[src/rtl/micro_pkg.sv]
// rtl/micro_pkg.sv - opcode and state encodings shared by the sequencer slice
package micro_pkg;

   localparam int INSTR_WIDTH = 8;

   localparam logic [1:0] OP_ADD = 2'b00;
   localparam logic [1:0] OP_LW  = 2'b01;
   localparam logic [1:0] OP_SW  = 2'b10;
   localparam logic [1:0] OP_BEQ = 2'b11;

   localparam logic [2:0] ST_IDLE    = 3'd0;
   localparam logic [2:0] ST_FETCH   = 3'd1;
   localparam logic [2:0] ST_DECODE  = 3'd2;
   localparam logic [2:0] ST_EXECUTE = 3'd3;
   localparam logic [2:0] ST_MEM     = 3'd4;
   localparam logic [2:0] ST_WB      = 3'd5;
   localparam logic [2:0] ST_DONE    = 3'd6;
   localparam logic [2:0] ST_HALT    = 3'd7;

   function automatic logic [1:0] opcode_of(input logic [INSTR_WIDTH-1:0] instr);
      return instr[INSTR_WIDTH-1 -: 2];
   endfunction

endpackage

[src/rtl/instruction_sequencer_if.sv]
// rtl/instruction_sequencer_if.sv - sequencer <-> datapath/instruction-memory bus
interface instruction_sequencer_if #(
   parameter int ADDR_WIDTH = 8
);
   import micro_pkg::*;

   logic [ADDR_WIDTH-1:0]  read_address;
   logic [INSTR_WIDTH-1:0] instruction;
   logic [INSTR_WIDTH-1:0] ir;
   logic                   branch_taken;
   logic                   regwrite_en;
   logic                   memread_en;
   logic                   memwrite_en;

   modport master (
      output read_address, ir, regwrite_en, memread_en, memwrite_en,
      input  instruction, branch_taken
   );

   modport slave (
      input  read_address, ir, regwrite_en, memread_en, memwrite_en,
      output instruction, branch_taken
   );

endinterface

[src/rtl/instruction_sequencer_pc_unit.sv]
// rtl/instruction_sequencer_pc_unit.sv - program counter with increment and signed 2-bit branch offset
module pc_unit #(
   parameter int                    ADDR_WIDTH = 8,
   parameter logic [ADDR_WIDTH-1:0] RESET_PC   = '0
) (
   input  logic                  clock,
   input  logic                  clear,
   input  logic                  inc,
   input  logic                  branch,
   input  logic [1:0]            offset,
   output logic [ADDR_WIDTH-1:0] pc
);

   logic [ADDR_WIDTH-1:0] offset_ext;

   // Natural modulo-2**ADDR_WIDTH wrap of the adder gives FF->00 and 00-1->FF.
   assign offset_ext = {{(ADDR_WIDTH-2){offset[1]}}, offset};

   always_ff @(posedge clock or negedge clear) begin
      if (!clear) begin
         pc <= RESET_PC;
      end else if (inc) begin
         pc <= pc + ADDR_WIDTH'(1);
      end else if (branch) begin
         pc <= pc + offset_ext;
      end
   end

endmodule

[src/rtl/instruction_sequencer.sv]
// rtl/instruction_sequencer.sv - tick-paced multi-cycle FSM: fetch/decode/execute with one-shot strobes
module instruction_sequencer
   import micro_pkg::*;
#(
   parameter int                    ADDR_WIDTH = 8,
   parameter logic [ADDR_WIDTH-1:0] RESET_PC   = '0,
   parameter int                    CNT_WIDTH  = 16
) (
   input  logic                    clock,
   input  logic                    clear,
   input  logic                    tick,
   input  logic                    run,
   input  logic                    step,
   instruction_sequencer_if.master bus,
   output logic                    halted,
   output logic [2:0]              state_dbg,
   output logic [CNT_WIDTH-1:0]    retired
);

   logic [2:0]             state;
   logic [2:0]             state_nxt;
   logic [INSTR_WIDTH-1:0] ir_q;
   logic [1:0]             opcode;
   logic                   step_pending;
   logic                   pc_inc;
   logic                   pc_branch;

   assign opcode = opcode_of(ir_q);

   always_comb begin
      state_nxt = state;
      case (state)
         ST_IDLE:    if (tick && (run || step_pending || step)) state_nxt = ST_FETCH;
         ST_FETCH:   if (tick) state_nxt = ST_DECODE;
         ST_DECODE:  if (tick) state_nxt = ST_EXECUTE;
         ST_EXECUTE: begin
            if (tick) begin
               case (opcode)
                  OP_ADD: state_nxt = ST_WB;
                  OP_LW:  state_nxt = ST_MEM;
                  OP_SW:  state_nxt = ST_MEM;
                  OP_BEQ: state_nxt = (bus.branch_taken && ir_q[1:0] == 2'b11) ? ST_HALT : ST_DONE;
               endcase
            end
         end
         ST_MEM:     if (tick) state_nxt = (opcode == OP_LW) ? ST_WB : ST_DONE;
         ST_WB:      if (tick) state_nxt = ST_DONE;
         ST_DONE:    state_nxt = run ? ST_FETCH : ST_IDLE;
         ST_HALT:    state_nxt = ST_HALT;
         default:    state_nxt = ST_IDLE;
      endcase
   end

   assign pc_inc    = (state == ST_FETCH) && tick;
   assign pc_branch = (state == ST_EXECUTE) && tick && (opcode == OP_BEQ) && bus.branch_taken;

   pc_unit #(
      .ADDR_WIDTH (ADDR_WIDTH),
      .RESET_PC   (RESET_PC)
   ) u_pc (
      .clock  (clock),
      .clear  (clear),
      .inc    (pc_inc),
      .branch (pc_branch),
      .offset (ir_q[1:0]),
      .pc     (bus.read_address)
   );

   always_ff @(posedge clock or negedge clear) begin
      if (!clear) begin
         state        <= ST_IDLE;
         ir_q         <= '0;
         step_pending <= 1'b0;
         retired      <= '0;
      end else begin
         state <= state_nxt;
         if (pc_inc) ir_q <= bus.instruction;
         // A step pulse only arms while idle in step mode; leaving IDLE consumes it.
         if (state == ST_IDLE && state_nxt == ST_FETCH) begin
            step_pending <= 1'b0;
         end else if (state == ST_IDLE && !run && step) begin
            step_pending <= 1'b1;
         end
         if (state == ST_DONE && retired != '1) retired <= retired + CNT_WIDTH'(1);
      end
   end

   assign bus.ir          = ir_q;
   assign bus.memread_en  = (state == ST_MEM) && (opcode == OP_LW);
   assign bus.memwrite_en = (state == ST_MEM) && (opcode == OP_SW) && tick;
   assign bus.regwrite_en = (state == ST_WB) && tick;
   assign halted          = (state == ST_HALT);
   assign state_dbg       = state;

endmodule

[src/flat_wrapper.sv]
// flat-port wrapper written by rule: the top's interface ports become plain ports
module instruction_sequencer_flat import micro_pkg::*;
#(
   parameter int                    ADDR_WIDTH = 8,
   parameter logic [ADDR_WIDTH-1:0] RESET_PC   = '0,
   parameter int                    CNT_WIDTH  = 16
)
  (clock, clear, tick, run, step, halted, state_dbg, retired, bus_read_address, bus_ir, bus_regwrite_en, bus_memread_en, bus_memwrite_en, bus_instruction, bus_branch_taken);
  instruction_sequencer_if #(.ADDR_WIDTH(ADDR_WIDTH)) bus_i ();
  input  logic clock;
  input  logic clear;
  input  logic tick;
  input  logic run;
  input  logic step;
  output logic halted;
  output logic [2:0] state_dbg;
  output logic [CNT_WIDTH-1:0] retired;
  output wire logic [$bits(bus_i.read_address)-1:0] bus_read_address;
  output wire logic [$bits(bus_i.ir)-1:0] bus_ir;
  output wire logic [$bits(bus_i.regwrite_en)-1:0] bus_regwrite_en;
  output wire logic [$bits(bus_i.memread_en)-1:0] bus_memread_en;
  output wire logic [$bits(bus_i.memwrite_en)-1:0] bus_memwrite_en;
  input wire logic [$bits(bus_i.instruction)-1:0] bus_instruction;
  input wire logic [$bits(bus_i.branch_taken)-1:0] bus_branch_taken;
  assign bus_read_address = bus_i.read_address;
  assign bus_ir = bus_i.ir;
  assign bus_regwrite_en = bus_i.regwrite_en;
  assign bus_memread_en = bus_i.memread_en;
  assign bus_memwrite_en = bus_i.memwrite_en;
  assign bus_i.instruction = bus_instruction;
  assign bus_i.branch_taken = bus_branch_taken;
  instruction_sequencer #(.ADDR_WIDTH(ADDR_WIDTH), .RESET_PC(RESET_PC), .CNT_WIDTH(CNT_WIDTH)) u_core (.clock(clock), .clear(clear), .tick(tick), .run(run), .step(step), .bus(bus_i), .halted(halted), .state_dbg(state_dbg), .retired(retired));
endmodule
[config.mk]
export PLATFORM = sky130hd
export DESIGN_NAME = instruction_sequencer_flat
export DESIGN_NICKNAME = d
export VERILOG_FILES = /design/src/rtl/micro_pkg.sv /design/src/rtl/instruction_sequencer_if.sv /design/src/rtl/instruction_sequencer_pc_unit.sv /design/src/rtl/instruction_sequencer.sv /design/src/flat_wrapper.sv
export SDC_FILE = /design/constraint.sdc
export NUM_CORES = 1
export LEC_CHECK = 0
export CAP_MARGIN = 20
export CELL_PAD_IN_SITES_DETAIL_PLACEMENT = 1
export CELL_PAD_IN_SITES_GLOBAL_PLACEMENT = 1
export CORE_UTILIZATION = 35
export DETAILED_ROUTE_END_ITERATION = 8
export GPL_TIMING_DRIVEN = 0
export PLACE_DENSITY = 0.87
export SYNTH_ARGS = -nofsm -noshare
export SYNTH_HDL_FRONTEND = slang
export SYNTH_SLANG_ARGS = --single-unit
export TNS_END_PERCENT = 5
[constraint.sdc]
create_clock -name clock -period 3.7 [get_ports clock]
set_input_delay 0.555 -clock clock [delete_from_list [all_inputs] [get_ports clock]]
set_output_delay 0.555 -clock clock [all_outputs]
set_load 0.02 [all_outputs]
==> impl_metrics.csv, run 1 <==
group,metric,value,unit
power_and_ir_drop,p_per_area,787,nW/µm²
global_routing,grtUsageTotal,17.7,%
clock_tree,cts_setup_buffers,0,
power_and_ir_drop,p_switching,858,µW
place,dp_hpwl,3650,µm
routing,routedWlPerCell,14.7,µm
routing,wl,4890,µm
setup_path,crit_family,"compound AO/OA/AOI/OAI gates",
power_and_ir_drop,p_int,1.29,mW
sta,fin_crit,3.09,ns
run_status,status,"complete, no violations",
global_routing,grt_max_degree,37,
final_layout,nNetsFinal,287,
global_routing,grt_overflow,0,
routing,vias,1714,
logic_synthesis,synth_cells,202,
power_and_ir_drop,clock_power_share,17.8,%
logic_synthesis,ys_async_sr_fraction,100,%
clock_tree,h-tree-depth,2,
sta,drv_slew,0,
clock_tree,cts_hold_buf,0,
logic_synthesis,synth_edf_count,0,
sta,hold_viol,0,
global_routing,antenna_found_initial,0,
sta,skew,0.00383,ns
sta,tightest_slew,0.812,ns
clock_tree,clk_pin_slew,0.07,ns
setup_path,endpoint_kind,"flop",
clock_tree,clock_sinks,36,
setup_path,cp_num_buf_inv,2,
setup_path,crit_top_cell,"a21o_1",
logic_synthesis,syn_area,2000,µm²
logic_synthesis,synth_area_per_cell,9.92,µm²
sta,setup_viol,0,
job,cap_viol_max_count,0,
sta,fmax,323,MHz
power_and_ir_drop,peakVddDrop,0.000428,V
final_layout,layout_commonest_cell,"clkdlybuf4s50_1",
floorplan,core_area,5510,µm²
floorplan,start_util,36.4,%
place,place.gp.congestion,0.798,
final_layout,layout_common_cells,"50 x clkdlybuf4s50_1, 36 x dfrtp_1, 27 x nand2_1",
setup_path,slowest_delay,0.42,ns
final_layout,drive_above_1_share,8.81,%
setup_path,path_max_fanout,10,
floorplan,die_h,77.7,µm
setup_path,worstPathArrival,3.27,ns
power_and_ir_drop,power_frac_seq,30.4,%
sta,setup_tns,0,ns
setup_path,cp_slowest_cell,"fa_1",
power_and_ir_drop,p_comb_share,51.8,%
logic_synthesis,yosysUniqueCellTypes,44,
routing,drt_iter0_markers,30,
floorplan,die-area,6030,µm²
floorplan,rows,27,
setup_path,crit_path_start_kind,"flop",
power_and_ir_drop,p_sw_share,40.0,%
logic_synthesis,yosys.area.top_type,"dfrtp_1",
final_layout,synthToLayoutAreaGrowth,36.0,%
global_routing,grt_pass1_wl,8470,µm
logic_synthesis,ys_ff_latch,36,
clock_tree,cts_tree,"built",
logic_synthesis,yosysSeqAreaShare,44.9,%
final_layout,fillers,624,
logic_synthesis,synth_area_leaders,"dfrtp_1 45%, ha_1 7.5%, nand2_1 5.1%",
clock_tree,insertion_delay,0.29,ns
sta,rsz0062_at_grt,"false",
sta,finalCritPeriodShare,83.6,%
routing,drc,0,
clock_tree,cts_made_buffers,5,
routing,ant_nets,0,
setup_path,criticalPathCategory,"flop to flop",
setup_path,critical_path.cell_chain,"clkbuf_1 > nor4bb_1 > buf_2 > or2_2 > ha_1 > fa_1 > a21o_1 > a21o_1 > a21oi_1 > nor4b_1 > a211o_1",
clock_tree,root_buffer,"clkbuf_8",
floorplan,pin_count,53,
final_layout,fin_util,49.5,%
routing,firstDrtPassIters,4,
clock_tree,ctsResizeCount,0,
floorplan,die_x,77.7,µm
clock_tree,clock_path_buffers,2,
final_layout,multi_input_area,1040,µm²
final_layout,register_area,901,µm²
sta,slew_headroom,45.9,%
logic_synthesis,synth_fp_nets,229,
place,numPortBuffers,51,
logic_synthesis,synth_top_area_share,44.9,%
power_and_ir_drop,leakagePower,1.20,nW
routing,via_per_inst,5.15,
final_layout,num_antenna_cells,0,
setup_path,cp.required,3.88,ns
logic_synthesis,synth_flop_cell,"dfrtp_1",
global_routing,grt_pass1_vias,1814,
worst_hold_path,hold_class,"input pin to asynchronous set/reset pin",
logic_synthesis,ys.warnings.count,0,
==> layout make-up <==
class	count	share of cell area (%)
inverters	7	0.964
well taps	72	3.30
flip-flops and latches	36	33.0
plain buffers	7	1.38
clock buffers	7	3.53
clock inverters	1	1.10
multi-input cells	152	38.1
repair buffers	51	18.5
==> logic make-up (layout without fill, tap and decap cells) <==
group                      count (synthesis)  after routing  synth area share, %
and+or+nand+nor                           75             75                 18.9
AOI/OAI and AO/OA                         40             40                 13.0
DFF                                       36             36                 44.9
xor gates and xnor gates                  17             17                 7.43
buffers and inverters                     14             73                 3.18
adders and majority gates                 13             13                 8.49
muxes                                      7              7                 4.06
==> Yosys cell counts, types with 5 or more instances <==
| library cell | instances |
|---|---|
| a21oi_1 | 9 |
| a31oi_1 | 5 |
| dfrtp_1 | 36 |
| ha_1 | 12 |
| inv_1 | 7 |
| mux2_2 | 5 |
| nand2_1 | 27 |
| nand3_1 | 5 |
| nand4_1 | 5 |
| nor2_1 | 12 |
| nor3_1 | 6 |
| o21ai_0 | 10 |
| xnor2_1 | 10 |
| xor2_1 | 7 |
==> power groups by stage <==
stage | sequential, mW | combinational, mW | clock (mW)
finish | 0.653 | 1.11 | 0.381
global route | 0.678 | 1.22 | 0.406
CTS | 0.657 | 1.12 | 0.394
detailed placement | 0.663 | 1.11 | 0
global placement | 0.652 | 1.08 | 0
floorplan | 0.784 | 0.560 | 0
==> metrics by stage <==
| step | std cells | hold slack (ns) | instance area, µm² | setup slack [ns] | power, mW |
|---|---|---|---|---|---|
| CTS | 333 | 0.382 | 2730 | 0.590 | 2.17 |
| finish | 333 | 0.356 | 2730 | 0.606 | 2.14 |
| global route | 333 | 0.435 | 2730 | 0.366 | 2.31 |
| global placement | 325 | 0.456 | 2610 | 0.660 | 1.73 |
| floorplan | 202 | 0.259 | 2000 | 0.882 | 1.34 |
| detailed placement | 325 | 0.474 | 2600 | 0.485 | 1.78 |
==> registers in the layout (all words and copies together), names as in the netlist <==
| register | cells |
|---|---|
| u_core.retired | 16 |
| u_core.bus.ir | 8 |
| u_core.u_pc.pc | 8 |
| u_core.state_dbg | 3 |
| u_core.step_pending | 1 |
==> final timing paths <==
check | from | end | slack (ns) | cells past startpoint
hold reg to reg | u_core.u_pc.pc[7] | u_core.u_pc.pc[7] | 0.47 | 1
min in group clock | u_core.u_pc.pc[7] | u_core.u_pc.pc[7] | 0.47 | 1
max in group asynchronous | clear | u_core.bus.ir[4] | 2.83 | 1
hold / removal | clear | u_core.retired[12] | 0.36 | 1
setup reg to reg | u_core.state_dbg[2] | u_core.u_pc.pc[6] | 0.61 | 11
setup / recovery | u_core.state_dbg[2] | u_core.u_pc.pc[6] | 0.61 | 11
==> metal layers <==
layer,GRT usage [%],share of wire (%),up-vias
met4,4.53,0.98,0
met3,5.29,5.1,7
li1,-,-,833
met1,22.1,46,841
met5,0,0,-
met2,29.6,48,33
No activity file was read; power rests on OpenSTA's default activity.
==> inputs of run 2 (changes only) <==
--- a/config.mk
+++ b/config.mk
@@ -8,10 +8,10 @@
 export CAP_MARGIN = 20
 export CELL_PAD_IN_SITES_DETAIL_PLACEMENT = 1
 export CELL_PAD_IN_SITES_GLOBAL_PLACEMENT = 1
-export CORE_UTILIZATION = 35
+export CORE_UTILIZATION = 33
 export DETAILED_ROUTE_END_ITERATION = 8
 export GPL_TIMING_DRIVEN = 0
-export PLACE_DENSITY = 0.87
+export PLACE_DENSITY = 0.86
 export SYNTH_ARGS = -nofsm -noshare
 export SYNTH_HDL_FRONTEND = slang
 export SYNTH_SLANG_ARGS = --single-unit
==> constraint.sdc (replaced) <==
create_clock -name clock -period 2.8 [get_ports clock]
set_input_delay 0.42 -clock clock [delete_from_list [all_inputs] [get_ports clock]]
set_output_delay 0.42 -clock clock [all_outputs]
set_load 0.02 [all_outputs]
==> impl_metrics.csv, run 2 (same netlist as run 1, synthesis figures left out) <==
group,metric,value,unit
place,dp_hpwl,3730,µm
job,cap_viol_max_count,0,
setup_path,cp.required,2.98,ns
power_and_ir_drop,clock_power_share,16.2,%
routing,firstDrtPassIters,4,
setup_path,cp_slowest_cell,"dfrtp_1",
final_layout,layout_commonest_cell,"clkdlybuf4s50_1",
setup_path,critical_path.cell_chain,"buf_4 > nor4bb_2 > buf_4 > or2_2 > ha_1 > fa_2 > a21o_1 > a21o_1 > a21oi_2 > nor4b_1 > a211o_1",
clock_tree,cts_tree,"built",
place,place_ws,-0.107,ns
final_layout,largest_register_ffs,16,
sta,fmax,370,MHz
routing,ant_nets,0,
clock_tree,clock_sinks,36,
global_routing,grt_overflow,0,
sta,slew_headroom,47.2,%
routing,drt_iter0_markers,104,
sta,hold_viol,0,
final_layout,fin_util,46.8,%
run_status,status,"complete, no violations",
setup_path,endpoint_kind,"flop",
floorplan,core_area,5890,µm²
floorplan,die_h,79.9,µm
routing,vias,1733,
global_routing,grtUsageTotal,17.2,%
final_layout,synthToLayoutAreaGrowth,37.3,%
place,dp.cells,328,
final_layout,drive_above_1_share,11.4,%
power_and_ir_drop,p_comb_share,53.2,%
global_routing,grt_pass1_vias,1760,
final_layout,layout_common_cells,"50 x clkdlybuf4s50_1, 35 x dfrtp_1, 27 x nand2_1",
sta,setup_slack,0.0951,ns
global_routing,grt.met1_usage,21.3,%
clock_tree,h-tree-depth,2,
setup_path,slowest_delay,0.40,ns
clock_tree,cts_made_buffers,5,
routing,via_per_inst,5.13,
clock_tree,clock_path_buffers,2,
setup_path,criticalPathCategory,"flop to flop",
power_and_ir_drop,p_int,1.69,mW
floorplan,die-area,6390,µm²
final_layout,num_antenna_cells,0,
setup_path,worstPathArrival,2.88,ns
final_layout,layoutNonFillerInstCount,338,
floorplan,start_util,34.1,%
sta,rsz0062_at_grt,"false",
global_routing,grt_pass1_wl,8450,µm
global_routing,antenna_found_initial,0,
sta,drv_slew,0,
sta,tightest_slew,0.791,ns
global_routing,top_usage_layer,"met2",
clock_tree,root_buffer,"clkbuf_8",
global_routing,gr-usage-met2,27.9,%
clock_tree,insertion_delay,0.30,ns
final_layout,regMostFlops,"u_core.retired",
power_and_ir_drop,peakVddDrop,0.000529,V
floorplan,die_x,79.9,µm
routing,wl,5050,µm
global_routing,grt_max_degree,37,
worst_hold_path,hold_class,"input pin to asynchronous set/reset pin",
power_and_ir_drop,leakagePower,1.20,nW
power_and_ir_drop,power,2.86,mW
floorplan,pin_count,53,
power_and_ir_drop,p_per_area,1040,nW/µm²
floorplan,rows,28,
place,place.gp.congestion,0.810,
global_routing,grtUsageMet3,4.69,%
sta,setup_viol,0,
power_and_ir_drop,p_sw_share,41.0,%
routing,drc,0,
sta,skew,0.0124,ns
clock_tree,clk_pin_slew,0.08,ns
place,numPortBuffers,51,
setup_path,crit_path_start_kind,"flop",
sta,finalCritPeriodShare,96.6,%
final_layout,nNetsFinal,289,
routing,routedWlPerCell,14.9,µm
power_and_ir_drop,power_frac_seq,30.6,%
sta,fin_crit,2.70,ns
power_and_ir_drop,p_switching,1.17,mW
sta,setup_tns,0,ns
setup_path,path_max_fanout,10,
==> run 2: power by group through the flow <==
stage	clock network [mW]	logic, mW	registers, mW
5_1_grt	0.498	1.67	0.905
2_1_floorplan	0	0.741	1.04
4_1_cts	0.477	1.48	0.885
3_3_place_gp	0	1.42	0.863
3_5_place_dp	0	1.48	0.875
6_report	0.464	1.52	0.874
==> run 2: layer usage <==
layer  wire length [µm]  part of all wire, %
met5                  0                    0
met4                110                  2.2
met3                248                  4.9
met2               2440                   48
met1               2250                   45
==> run 2: path summary, 6_finish.rpt <==
| kind | from | end | slack (ns) | depth (start not counted) |
|---|---|---|---|---|
| worst max-delay path | u_core.state_dbg[2] | u_core.u_pc.pc[6] | 0.1 | 11 |
| worst min-delay path | clear | u_core.retired[7] | 0.20 | 1 |
| worst max register to register | u_core.state_dbg[2] | u_core.u_pc.pc[6] | 0.1 | 11 |
| worst min register to register | u_core.u_pc.pc[7] | u_core.u_pc.pc[7] | 0.47 | 1 |
| max in group asynchronous | clear | u_core.state_dbg[0] | 2.05 | 1 |
| min in group clock | tick | u_core.step_pending | 0.44 | 2 |
==> run 2: what timing repair did <==
item	4_1_cts	5_1_grt
gates resized for setup	3	6
setup endpoints to repair	1	3
buffers inserted	0	3
pin swaps	0	0
hold buffers	0	0
==> run 2: per-stage QoR <==
| stage | hold WS [ns] | cell area [µm²] |
|---|---|---|
| floorplan | 0.124 | 2010 |
| global placement | 0.456 | 2610 |
| detailed placement | 0.468 | 2610 |
| CTS | 0.237 | 2720 |
| global route | 0.284 | 2750 |
| finish | 0.205 | 2750 |
==> run 2: layout make-up <==
type                       instances  area [µm²]
multi-input combinational        152        1050
clock inverter                     3        42.5
tap                               75        93.8
sequential                        36         902
inverter                           7        26.3
timing repair buffer              54         528
buffer                             6        38.8
clock buffer                       5        68.8
fill                             684        3130
==> run 2: worst max-delay path, delay by kind of cell (launching register included) <==
family,cells,cell delay [ns]
adder cells (fa/ha/maj),2,0.61
AO/OA/AOI/OAI,4,0.79
AND/OR/NAND/NOR,3,0.43
buffers and inverters,2,0.37
flip-flops,1,0.40
==> inputs of run 3 (changes only) <==
--- a/config.mk
+++ b/config.mk
@@ -8,10 +8,10 @@
 export CAP_MARGIN = 20
 export CELL_PAD_IN_SITES_DETAIL_PLACEMENT = 1
 export CELL_PAD_IN_SITES_GLOBAL_PLACEMENT = 1
-export CORE_UTILIZATION = 33
+export CORE_UTILIZATION = 35
 export DETAILED_ROUTE_END_ITERATION = 8
 export GPL_TIMING_DRIVEN = 0
-export PLACE_DENSITY = 0.86
+export PLACE_DENSITY = 0.87
 export SYNTH_ARGS = -nofsm -noshare
 export SYNTH_HDL_FRONTEND = slang
 export SYNTH_SLANG_ARGS = --single-unit
==> constraint.sdc (replaced) <==
create_clock -name clock -period 3.2 [get_ports clock]
set_input_delay 0.48 -clock clock [delete_from_list [all_inputs] [get_ports clock]]
set_output_delay 0.48 -clock clock [all_outputs]
set_load 0.02 [all_outputs]
==> impl_metrics.csv, run 3 (same netlist as run 1, synthesis figures left out) <==
group,metric,value,unit
run_status,status,"complete, no violations",
setup_path,crit_path_start_kind,"flop",
clock_tree,clock_path_buffers,2,
setup_path,worstPathArrival,3.13,ns
power_and_ir_drop,power,2.48,mW
clock_tree,root_buffer,"clkbuf_8",
routing,wl,4900,µm
clock_tree,insertion_delay,0.29,ns
global_routing,grtUsageTotal,17.7,%
floorplan,die_x,77.7,µm
floorplan,pin_count,53,
place,numPortBuffers,51,
power_and_ir_drop,peakVddDrop,0.000495,V
clock_tree,cts_made_buffers,5,
sta,setup_viol,0,
sta,setup_tns,0,ns
sta,hold_viol,0,
floorplan,die_h,77.7,µm
global_routing,grt_pass1_vias,1814,
clock_tree,ctsResizeCount,0,
setup_path,path_max_fanout,10,
floorplan,start_util,36.4,%
final_layout,layout_commonest_cell,"clkdlybuf4s50_1",
setup_path,cp.required,3.38,ns
global_routing,grt_overflow,0,
global_routing,grt_pass1_wl,8470,µm
floorplan,die-area,6030,µm²
global_routing,antenna_found_initial,0,
power_and_ir_drop,leakagePower,1.21,nW
setup_path,crit_family,"compound AO/OA/AOI/OAI gates",
job,cap_viol_max_count,0,
clock_tree,h-tree-depth,2,
floorplan,core_area,5510,µm²
setup_path,cp_num_buf_inv,2,
floorplan,rows,27,
routing,ant_nets,0,
sta,finalCritPeriodShare,92.4,%
setup_path,critical_path.cell_chain,"buf_2 > nor4bb_1 > buf_2 > or2_2 > ha_1 > fa_1 > a21o_1 > a21o_1 > a21oi_1 > nor4b_1 > a211o_1",
final_layout,drive_above_1_share,9.20,%
setup_path,slowest_delay,0.42,ns
final_layout,synthToLayoutAreaGrowth,36.1,%
setup_path,criticalPathCategory,"flop to flop",
routing,via_per_inst,5.15,
routing,routedWlPerCell,14.7,µm
routing,drt_iter0_markers,32,
final_layout,largest_register_ffs,16,
power_and_ir_drop,p_per_area,910,nW/µm²
global_routing,grt_max_degree,37,
sta,rsz0062_at_grt,"false",
final_layout,regMostFlops,"u_core.retired",
clock_tree,cts_tree,"built",
sta,fmax,338,MHz
place,dp_hpwl,3650,µm
sta,tightest_slew,0.814,ns
routing,firstDrtPassIters,4,
place,postPlaceCellArea,2600,µm²
clock_tree,cts_setup_buffers,0,
routing,drc,0,
sta,drv_slew,0,
final_layout,fin_util,49.5,%
clock_tree,clock_sinks,36,
final_layout,nNetsFinal,287,
final_layout,num_antenna_cells,0,
clock_tree,clk_pin_slew,0.07,ns
setup_path,cp_slowest_cell,"fa_1",
place,place.gp.congestion,0.798,
worst_hold_path,hold_class,"input pin to asynchronous set/reset pin",
sta,slew_headroom,45.7,%
final_layout,design_area,2730,µm²
final_layout,fillers,625,
setup_path,endpoint_kind,"flop",
sta,fin_crit,2.96,ns
sta,skew,0.00383,ns
routing,vias,1715,
final_layout,layout_common_cells,"50 x clkdlybuf4s50_1, 36 x dfrtp_1, 27 x nand2_1",
clock_tree,cts_hold_buf,0,
-- run 3: changes by cell type in the layout (fill, tap and decap cells not counted), sizes merged --
cell	change
buf	-3
clkinvlp	-1
clkbuf	+3
clkinv	-1
-- run 3: per-stage QoR --
stage	hold WS, ns	std cells	worst slack [ns]
finish	0.282	333	0.244
CTS	0.307	333	0.0900
floorplan	0.184	202	0.382
global route	0.360	333	0.0494
global placement	0.456	325	0.187
detailed placement	0.474	325	0.0604
-- run 3: layout make-up --
type	instances	area, µm²	share of cell area (%)
timing repair buffer	51	505	18.5
inverter	7	26.3	0.963
tap	72	90.1	3.30
clock inverter	1	30.0	1.10
buffer	7	38.8	1.42
sequential	36	901	33.0
clock buffer	7	96.3	3.53
multi-input combinational	152	1040	38.1
-- run 3: path summary, 6_finish.rpt --
| kind | start | end | slack [ns] | depth (start not counted) |
|---|---|---|---|---|
| max in group asynchronous | clear | u_core.bus.ir[4] | 2.41 | 1 |
| worst min register to register | u_core.u_pc.pc[7] | u_core.u_pc.pc[7] | 0.47 | 1 |
| worst max-delay path | u_core.state_dbg[0] | u_core.u_pc.pc[6] | 0.24 | 11 |
| min in group clock | u_core.u_pc.pc[7] | u_core.u_pc.pc[7] | 0.47 | 1 |
| worst max register to register | u_core.state_dbg[0] | u_core.u_pc.pc[6] | 0.24 | 11 |
| worst min-delay path | clear | u_core.retired[12] | 0.28 | 1 |
-- run 3: report_power, final --
group          internal [mW]  switching (mW)
registers              0.604           0.151
clock network          0.275           0.165
logic                  0.612           0.676
total                   1.49           0.992
-- run 3: layer usage --
| layer | track usage (%) | share of wire [%] | up-vias |
|---|---|---|---|
| met1 | 22.1 | 46 | 841 |
| met2 | 29.6 | 48 | 33 |
| met4 | 4.53 | 0.98 | 0 |
| met3 | 5.29 | 5.1 | 7 |
| li1 | - | - | 834 |
| met5 | 0 | 0 | - |
==> variant (config.mk and constraints of run 3) <==
Register the output `retired` once more, cleared by the reset; this adds one clock of latency there. The other outputs are not delayed to match.
--- a/src/rtl/instruction_sequencer.sv
+++ b/src/rtl/instruction_sequencer.sv
@@ -18,2 +18,4 @@
 );
+
+   logic [CNT_WIDTH-1:0] retired_s0;
 
@@ -73,3 +75,3 @@
          step_pending <= 1'b0;
-         retired      <= '0;
+         retired_s0   <= '0;
       end else begin
@@ -83,3 +85,3 @@
          end
-         if (state == ST_DONE && retired != '1) retired <= retired + CNT_WIDTH'(1);
+         if (state == ST_DONE && retired_s0 != '1) retired_s0 <= retired_s0 + CNT_WIDTH'(1);
       end
@@ -94,2 +96,10 @@
 
+   always_ff @(posedge clock or negedge clear) begin
+      if (!clear) begin
+         retired <= '0;
+      end else begin
+         retired <= retired_s0;
+      end
+   end
+
 endmodule
Function: changed (Yosys sat finds a counterexample within 10 cycles, from zero or initial values).
==> variant against run 3 <==
  * Worst hold slack worse by 210 ps
  * Synthesized cell count increased by 6.4%
  * Final area increased by 17%
  * Worst setup slack got worse by 22 ps
  * Utilization decreased by 2.5 points
  * Sequential share of layout area grew 7.7 points
  * Area after synthesis grew 23%
  * Power grew 7.3%
  * Sequential cell count up 16
  * Wire length is 11% higher
==> variant: results <==
[cells_and_area]
nFillCells = 760
n_antenna_cell = 0
fin_nets = 301
top_regs = "u_core.retired: 16 flops, u_core.retired_s0: 16 flops"
final_cells = 371
drive_gt1_share_pct = 9.82

[synth]
synth_common_cells = "52 x dfrtp_1, 24 x nand2_1, 12 x ha_1"
synth_nets = 242
syn_inst = 215
synth_seq_area_share_pct = 53.0
ys_types = 51
synth.area.top_cells = "dfrtp_1 53%, ha_1 6.1%, xnor2_1 3.9%, nand2_1 3.7%, xor2_1 2.5%"

[placed_design]
hpwlAfterDp_um = 4120
dp_slack_ps = 145
gp_congestion = 0.782
dp.cells = 363

[timing]
worstMarginPinSlew_ps = 466
clock_skew_ps = 8.05

[setup_path]
cp_data_arrival_time_ps = 3170
cp_slowest_cell = "fa_1"
critPathTopFamily = "compound AO/OA/AOI/OAI gates"
max_stage_delay_ps = 420

[status]
status = "finished clean"

[grt]
grt_use_total_pct = 16.2
grt_pass1_vias = 1857
antenna_found_initial = 0
grt_max_degree = 40
grt_first_pass_wirelength_um = 9270

[detailed_routing]
drt_iter0_drc = 61
num_vias = 1823
wirelength_um = 5440
dr.pass1.iters = 4

[pwr]
leakage_uw = 0.00144
ir_drop_uv = 289

[cts]
cts_resized = 0
clkSlewWorstSetupHoldPaths_ps = 100
-- variant: changes by cell type after synthesis, sizes merged, moves of 2 or more --
cell / run 3 / this run
a21oi: 9 / 11
a31oi: 5 / 2
and3: 3 / 5
dfrtp: 36 / 52
nor2: 12 / 8
o21ai: 10 / 12
-- variant: worst paths after layout --
| kind | startpoint | to | slack (ps) | cells after the start |
|---|---|---|---|---|
| setup / recovery | u_core.state_dbg[2] | u_core.u_pc.pc[6] | 220 | 11 |
| hold / removal | clear | u_core.step_pending | 80 | 1 |
| setup reg to reg | u_core.state_dbg[2] | u_core.u_pc.pc[6] | 220 | 11 |
| hold reg to reg | u_core.retired_s0[14] | u_core.retired[14] | 420 | 0 |
| max in group asynchronous | clear | u_core.u_pc.pc[2] | 2600 | 2 |
| min in group clock | u_core.retired_s0[14] | u_core.retired[14] | 420 | 0 |
-- variant: worst reg2reg max path: stages, from the launching register on --
cell      delay (ps)
dfrtp_1          410
clkbuf_4         220
and4bb_1         210
buf_2            200
or2_1            240
ha_1             220
fa_1             420
a21o_1           180
a21o_1           200
a21oi_1          240
nor4b_1           90
a211o_1          240
-- variant: stage by stage --
stage	total power [uW]	instance area (um2)	utilization, %	hold slack (ps)
3_3_place_gp	2240	3090	45.4	409
6_report	2660	3190	47.0	76.5
4_1_cts	2700	3190	47.0	80.7
3_5_place_dp	2320	3100	45.7	401
5_1_grt	2870	3190	47.0	83.5
2_1_floorplan	1790	2460	-	184
-- variant: final cells by class --
cell class	instances	area [um2]	share of cell area (%)
Buffer	6	30.0	0.940
Clock buffer	6	72.6	2.27
Clock inverter	2	16.3	0.509
Inverter	6	22.5	0.705
Multi-Input combinational cell	151	1100	34.6
Sequential cell	52	1300	40.8
Tap cell	96	120	3.76
Timing Repair Buffer	52	526	16.5
-- variant: power by group --
group / internal (uW) / switching [uW] / leakage, uW / total, uW
logic: 600 / 698 / 0.000716 / 1300
clock network: 156 / 222 / 0.0000414 / 378
registers: 829 / 158 / 0.000682 / 987
-- variant: kinds of logic (layout without fill, tap and decap cells) --
kind of cell,after synthesis,count (layout),share of synthesized area [%]
XOR/XNOR,18,18,6.42
AO/OA/AOI/OAI,42,42,11.6
AND/OR/NAND/NOR,71,71,16.9
multiplexers,7,7,3.16
buffers and inverters,12,72,2.04
flip-flops,52,52,53.0
adder cells (fa/ha/maj),13,13,6.93
-- variant: metal layers --
layer / part of all wire [%] / global-route usage, % / wire, um / vias up
met5: 0 / 0 / 0 / -
met4: 1.0 / 4.24 / 55 / 0
met3: 2.2 / 3.18 / 122 / 6
met2: 55 / 29.2 / 2980 / 27
met1: 42 / 19.8 / 2280 / 915
li1: - / - / - / 875
